File: src/rtl/line_buffer_pkg.sv
// line_buffer_pkg: shared types and constants for the rotating line buffer sequencer.
package line_buffer_pkg;
    localparam int KERNEL_SIZE = 3;
    localparam int NUM_BANKS   = KERNEL_SIZE + 1;
    localparam int BANK_W      = $clog2(NUM_BANKS);
    localparam int HCOUNT_W    = 11;
    localparam int VCOUNT_W    = 10;

    typedef enum logic [1:0] {IDLE, PRIME, STREAM} lb_seq_state_t;

    function automatic logic [BANK_W-1:0] bank_inc(input logic [BANK_W-1:0] b);
        return b == BANK_W'(NUM_BANKS - 1) ? '0 : b + 1'b1;
    endfunction
endpackage

File: src/rtl/line_buffer_sequencer_sync_checker.sv
// lb_sync_checker: tracks the next expected hcount and flags out-of-order pixels (sticky error).
module lb_sync_checker
    import line_buffer_pkg::*;
#(
    parameter int HRES = 1280
) (
    input  logic                i_clk,
    input  logic                i_rst,
    input  logic                i_valid,
    input  logic                i_active,
    input  logic                i_start,
    input  logic [HCOUNT_W-1:0] i_hcount,
    output logic                o_mismatch,
    output logic                o_sync_err
);
    logic [HCOUNT_W-1:0] r_exp_h;
    logic                r_err;

    assign o_mismatch = i_valid && i_active && i_hcount != r_exp_h;
    assign o_sync_err = r_err;

    always_ff @(posedge i_clk or posedge i_rst) begin
        if (i_rst) begin
            r_exp_h <= '0;
            r_err   <= 1'b0;
        end else if (o_mismatch) begin
            r_err <= 1'b1;
        end else if (i_valid && (i_active || i_start)) begin
            r_exp_h <= i_hcount == HCOUNT_W'(HRES - 1) ? '0 : i_hcount + 1'b1;
        end
    end
endmodule

File: src/rtl/line_buffer_sequencer.sv
// line_buffer_sequencer: bank rotation, priming FSM and kernel-valid alignment for the 3x3 line buffer.
// Optional stream-order checking is enabled with `LB_SEQ_SYNC_CHECK_EN.
module line_buffer_sequencer
    import line_buffer_pkg::*;
#(
    parameter int HRES       = 1280,
    parameter int VRES       = 720,
    parameter int RD_LATENCY = 2
) (
    input  logic                 clk_in,
    input  logic                 rst_in,
    input  logic [HCOUNT_W-1:0]  hcount_in,
    input  logic [VCOUNT_W-1:0]  vcount_in,
    input  logic                 data_valid_in,
    output logic [NUM_BANKS-1:0] wr_en_out,
    output logic [BANK_W-1:0]    rd_oldest_out,
    output logic                 kernel_valid_out,
    output logic [HCOUNT_W-1:0]  center_hcount_out,
    output logic [VCOUNT_W-1:0]  center_vcount_out,
    output logic                 primed_out,
    output logic                 frame_done_out,
    output logic                 sync_err_out
);
    localparam int ROWS_W = $clog2(KERNEL_SIZE + 1);
    localparam int CH_W   = RD_LATENCY * HCOUNT_W;
    localparam int CV_W   = RD_LATENCY * VCOUNT_W;

    lb_seq_state_t                          r_state, w_state_nxt;
    logic [BANK_W-1:0]                      r_bank, r_rd_oldest, w_bank_nxt;
    logic [ROWS_W-1:0]                      r_rows, w_rows_nxt;
    logic                                   r_frame_done;
    logic                                   w_start, w_active, w_err, w_write;
    logic                                   w_line_end, w_frame_end, w_kv_in;
    logic [RD_LATENCY-1:0]                  r_kv;
    logic [RD_LATENCY-1:0][HCOUNT_W-1:0]    r_ch;
    logic [RD_LATENCY-1:0][VCOUNT_W-1:0]    r_cv;

    assign w_start     = data_valid_in && hcount_in == '0 && vcount_in == '0;
    assign w_active    = r_state != IDLE;
    assign w_write     = data_valid_in && (w_active || w_start) && !w_err && !rst_in;
    assign w_line_end  = w_write && w_active && hcount_in == HCOUNT_W'(HRES - 1);
    assign w_frame_end = w_line_end && vcount_in == VCOUNT_W'(VRES - 1);
    assign w_bank_nxt  = bank_inc(r_bank);
    assign w_kv_in     = w_write && r_state == STREAM;

    assign wr_en_out         = w_write ? NUM_BANKS'(1) << r_bank : '0;
    assign rd_oldest_out     = r_rd_oldest;
    assign primed_out        = r_rows == ROWS_W'(KERNEL_SIZE);
    assign frame_done_out    = r_frame_done;
    assign kernel_valid_out  = r_kv[RD_LATENCY-1];
    assign center_hcount_out = r_ch[RD_LATENCY-1];
    assign center_vcount_out = r_cv[RD_LATENCY-1];

`ifdef LB_SEQ_SYNC_CHECK_EN
    lb_sync_checker #(.HRES(HRES)) u_sync (
        .i_clk      (clk_in),
        .i_rst      (rst_in),
        .i_valid    (data_valid_in),
        .i_active   (w_active),
        .i_start    (w_start),
        .i_hcount   (hcount_in),
        .o_mismatch (w_err),
        .o_sync_err (sync_err_out)
    );
`else
    assign w_err        = 1'b0;
    assign sync_err_out = 1'b0;
`endif

    always_comb begin
        w_state_nxt = r_state;
        w_rows_nxt  = r_rows;
        if (w_err) begin
            w_state_nxt = IDLE;
            w_rows_nxt  = '0;
        end else if (r_state == IDLE) begin
            w_state_nxt = w_start ? PRIME : IDLE;
        end else if (w_frame_end) begin
            w_state_nxt = IDLE;
            w_rows_nxt  = '0;
        end else if (w_line_end) begin
            w_rows_nxt  = r_rows == ROWS_W'(KERNEL_SIZE) ? r_rows : r_rows + 1'b1;
            w_state_nxt = w_rows_nxt == ROWS_W'(KERNEL_SIZE) ? STREAM : r_state;
        end
    end

    always_ff @(posedge clk_in or posedge rst_in) begin
        if (rst_in) begin
            r_state      <= IDLE;
            r_bank       <= '0;
            r_rd_oldest  <= '0;
            r_rows       <= '0;
            r_frame_done <= 1'b0;
        end else begin
            r_state      <= w_state_nxt;
            r_rows       <= w_rows_nxt;
            r_frame_done <= w_frame_end;
            if (w_line_end) begin
                r_bank      <= w_bank_nxt;
                r_rd_oldest <= bank_inc(w_bank_nxt);
            end
        end
    end

    // Shift registers: newest sample enters at index 0, output taken from the top.
    always_ff @(posedge clk_in or posedge rst_in) begin
        if (rst_in) begin
            r_kv <= '0;
            r_ch <= '0;
            r_cv <= '0;
        end else begin
            r_kv <= RD_LATENCY'({r_kv, w_kv_in});
            r_ch <= CH_W'({r_ch, hcount_in});
            r_cv <= CV_W'({r_cv, vcount_in - VCOUNT_W'(KERNEL_SIZE - 1)});
        end
    end
endmodule

File: config.mk
export PLATFORM = sky130hd
export DESIGN_NAME = line_buffer_sequencer
export DESIGN_NICKNAME = d
export VERILOG_FILES = /design/src/rtl/line_buffer_pkg.sv /design/src/rtl/line_buffer_sequencer_sync_checker.sv /design/src/rtl/line_buffer_sequencer.sv
export SDC_FILE = /design/constraint.sdc
export NUM_CORES = 1
export LEC_CHECK = 0
export BUFFER_PORTS_ARGS = -buffer_cell sky130_fd_sc_hd__buf_2
export CORE_UTILIZATION = 51
export CTS_CLUSTER_SIZE = 20
export DETAILED_ROUTE_END_ITERATION = 12
export PLACE_DENSITY = 0.77
export SYNTH_ARGS = -nofsm -noshare
export SYNTH_HDL_FRONTEND = slang
export SYNTH_SLANG_ARGS = --single-unit
File: constraint.sdc
create_clock -name clk_in -period 2.1 [get_ports clk_in]
set_input_delay 0.21 -clock clk_in [delete_from_list [all_inputs] [get_ports clk_in]]
set_output_delay 0.21 -clock clk_in [all_outputs]
set_load 0.02 [all_outputs]
Word level (Yosys, flattened, before mapping):

Cells that the tools add are included.

* register bits after elaboration: 53
* input bits: 24
* logic and storage cells: 53

* $add $sub $neg: 4
* eq/ne operators: 7
* shifts and indexed selects: 1
* muxes and demuxes: 11
* bitwise logic cells: 1
* reduce and logical (&&, ||, !) cells: 19

Operators by type and width (count)
* 2-bit 2-to-1 mux: 9
* 11-bit == test (second input constant): 1
* 11-bit zero test: 1
* 10-bit == test (second input constant): 1
* 2-bit == test (second input constant): 5
* 10-bit zero test: 1
* 10-bit by 2-bit subtractor with 10-bit output (second input constant): 1
* 1-bit logical AND: 8
* 2-bit by 1-bit adder with 2-bit output (second input constant): 3
* 3-bit nonzero test: 2
* 4-bit 2-to-1 mux: 1
* 2-bit AND reduction: 2
* 2-bit nonzero test: 2
* 1-bit by 2-bit left shift with 4-bit output (first input constant): 1
* 2-bit zero test: 1
* 1-bit zero test: 1
* 1-bit logical OR: 1
* 1-bit 2-to-1 mux: 1
* 1-bit NOT: 1

Logic depth before layout (Yosys ltp):

* depth after elaboration: 11
* gate-level depth with buffers: 6
* gate-level depth less buffers: 5

Worst setup path before layout:

Ideal clock, no wire load.

* kind: input port to output port
* start: in vcount_in[5]
* end: out wr_en_out[0]
* arrival: 1628 ps
* required time: 1890 ps
* setup slack: 262 ps
* cell stages on the path: 5
* path through: or2_1 -> buf_2 -> or4_4 -> o31a_1 -> nor2_1

* longest elaborated chain between the ends: 6

Ends and longest elaborated chain
* start: declaration: line line_buffer_sequencer.sv:13 `input logic [VCOUNT_W-1:0] vcount_in,`
* 10-bit zero test: line line_buffer_sequencer.sv:38 `assign w_start = data_valid_in && hcount_in == '0 && vcount_in == '0;`
* 1-bit logical AND: line line_buffer_sequencer.sv:38
* 1-bit logical OR: line line_buffer_sequencer.sv:40 `assign w_write = data_valid_in && (w_active || w_start) && !w_err && !rst_in;`
* 1-bit logical AND (2 in series): line line_buffer_sequencer.sv:40
* 4-bit 2-to-1 mux: line line_buffer_sequencer.sv:46 `assign wr_en_out = w_write ? NUM_BANKS'(1) << r_bank : '0;`
* end: declaration: line line_buffer_sequencer.sv:15 `output logic [NUM_BANKS-1:0] wr_en_out,`

Every way passes these cells.

Final worst setup path:

Same ends and word-level chain as after synthesis.

==> run metrics <==
max_cap viols 0; yosys warns 0; deepest clock path buffer count 2; Async SR Flop Fraction 1.000; Max FO, Critical Path 7; Syn Area/Cell 12.73 µm²; DIE AREA 4200 µm²; setup bufs post-CTS 0; core area ~3700 µm²; Vert. Die Dim 64.81 µm; status complete, no violations; routed len/inst roughly 14 µm; Final GP Congestion 0.9198; clock period minus worst slack 1.940 ns; top cell type's share of synthesized area 0.6592; final WL 3427 µm; Highest Clock Rate 0.5154 GHz; Post-synth EDFFs 0; Filler cells 319; largest net degree at the start of global routing 54; ANT cells 0; Synth area leader dfrtp_1; RSZ-0062 raised after global routing no; Skew-Pair Late Insertion Delay 0.30 ns; prevailing post-synth register cell dfrtp_1; Multi-input gate area just under 500 µm²; Die X 64.81 µm; Final Hold Fails 0; largest family of logic cells by synthesized area simple AND/OR/NAND/NOR gates; root buf cell clkbuf_8; Port Buf Inserts 53; post-synthesis compound-gate area fraction 0.04167; CTS tree done; startpoint types input pin; Slew @ Worst Pin 0.6277 ns; Hold Path Class input pin to flip-flop; register area ~1300 µm²; met3 Resource Use GR 0.05458; LEAKAGE 1.098 nW; WP data arrival between 1.5 and 2 ns; Final Skew 0.003970 ns; HPWL Detailed 2492 µm; internal power 0.001348 W; I/O pin count 55; top cells by count, synth 53 x dfrtp_1, 22 x buf_4, 9 x nor2_1; Logic pwr share 0.081; Synth area leaders dfrtp_1 66%, buf_4 8.2%, ha_1 3.1%; final setup TNS 0 ns; CTS H-tree lvls 2; drt initial violations 33; Final setup violation count 0; sequential area share after synthesis 0.6592; Psw 0.0004183 W; Worst VDD drop 467.7 µV; Area Growth Syn to Fin 12.75%; mux contribution to synthesized area 0.01119; Routed Antenna Nets 0; met1 Usage GRT 0.1935; post-synthesis simple-gate area fraction 0.1225; Worst EP required 1.89 ns; period utilization 0.9239; Vias/cell between 4 and 5; sequential group share of total power 0.610; num rows 22; relative slew slack 0.5815; Pwr Density ~780 nW/µm²; vias in the first global route 1,215; Mapped Cells 158; first-pass GRT wire length 5533 µm; busiest grt layer met2; Cell variety after synth 34; post-synthesis xor/xnor area fraction 0.03047; hold buffer count at cts 0; Num CTS Buffers 5; Setup crit end kind output pin; Vias between 1,000 and 1,500; Sink Count 53; Yosys reg bits 53; clock-pin slew on the worst setup and hold paths roughly 0.09 ns; fraction of layout cells with a size suffix above 1 0.3503; CP Class input pin to output pin; Initial Utilization 0.5414; Final Max Slew Viols 0; post-synthesis adder-cell area fraction 0.03109; first drt pass iteration count 4; Inst Count DP 237; # DRC 0; Switching Fraction 0.2368; synthesized area approximately 2000 µm²; most frequent cell after synthesis dfrtp_1; total grt overflow 0; Final #Nets 225; antenna violations before repair 0; syn nets 187; met2 Use GR 0.3255; post-cts sizing count 0; Final Non-Filler Cells 245; clock share of power 0.309; all-layer global routing usage 0.1835
## final timing paths
check	startpoint	to	slack, ns	cells after the start
worst max register to register	r_state[1]$_DFFE_PP0P_	r_rows[0]$_DFFE_PP0P_	0.47	4
worst min-delay path	hcount_in[8]	r_ch[8]$_DFF_PP0_	0.02	1
worst max-delay path	vcount_in[5]	wr_en_out[0]	0.16	6
min in group asynchronous	rst_in	r_ch[8]$_DFF_PP0_	0.09	3
worst min register to register	r_ch[1]$_DFF_PP0_	center_hcount_out[1]$_DFF_PP0_	0.35	0
max in group asynchronous	rst_in	r_ch[7]$_DFF_PP0_	1.60	3
## registers in the layout (all words and copies together), names as in the netlist
| register | cells |
|---|---|
| center_vcount_out | 10 |
| rd_oldest_out | 2 |
| r_rows | 2 |
| r_cv | 10 |
| r_bank | 2 |
| r_ch | 11 |
| center_hcount_out | 11 |
| r_kv | 2 |
| frame_done_out | 1 |
| r_state | 2 |
## through the flow
stage                 util  hold slack [ns]  instance area (µm²)  worst slack [ns]  power [W]
finish              0.6104          0.02438                 2268            0.1597   0.001767
detailed placement  0.5869           0.3347                 2181            0.1801   0.001243
CTS                 0.6104          0.01483                 2268            0.1680   0.001784
global route        0.6104          0.01265                 2268           0.07720   0.001844
floorplan                -           0.2414                 2012            0.2620   0.001205
global placement    0.5869           0.3313                 2181            0.2187   0.001237
## worst max-delay path, stage by stage
cell    delay [ns]
buf_2         0.10
or2_1         0.30
or4_4         0.46
o31a_1        0.37
nor2_1        0.12
buf_2         0.17
## cell type report
cell class,count,area share
clock buffer,6,0.03199
clock inverter,2,0.006619
inverter,7,0.01158
multi-input combinational,73,0.2118
sequential,53,0.5847
tap,48,0.02648
timing repair buffer,56,0.1269
## cell families (layout without fill, tap and decap cells)
logic type	Yosys count	in the layout
compound gates	14	14
xor+xnor	7	7
fa+ha+maj	5	5
buf+inv	32	71
flops	53	53
mux	2	2
other cells	1	1
simple gates	44	44
## layer usage
| metal | vias to the layer above | wire length (µm) |
|---|---|---|
| li1 | 577 | - |
| met1 | 580 | 1343 |
| met2 | 33 | 1822 |
| met3 | 9 | 171 |
| met4 | 0 | 89 |
| met5 | - | 0 |
## power by group through the flow
stage	Sequential (W)	Combinational, W	Clock, W
floorplan	0.00110	0.000109	0
global placement	0.00110	0.000141	0
detailed placement	0.00110	0.000144	0
CTS	0.00108	0.000145	0.000560
global route	0.00108	0.000157	0.000604
finish	0.00108	0.000144	0.000545
## placed cells by master (no fill, tap or decap), drive strengths merged, types with 2 or more instances in the layout
master	instances
buf	56
mux2	2
nor4	5
xnor2	3
xor2	4
dfrtp	53
a21oi	5
nand2	7
and2	2
clkinvlp	2
inv	7
ha	5
nor3	2
o21ai	4
clkbuf	6
nand3	6
nor2	9
nand4	3
nand2b	2
Note: power is estimated with default switching activity, not from simulation.
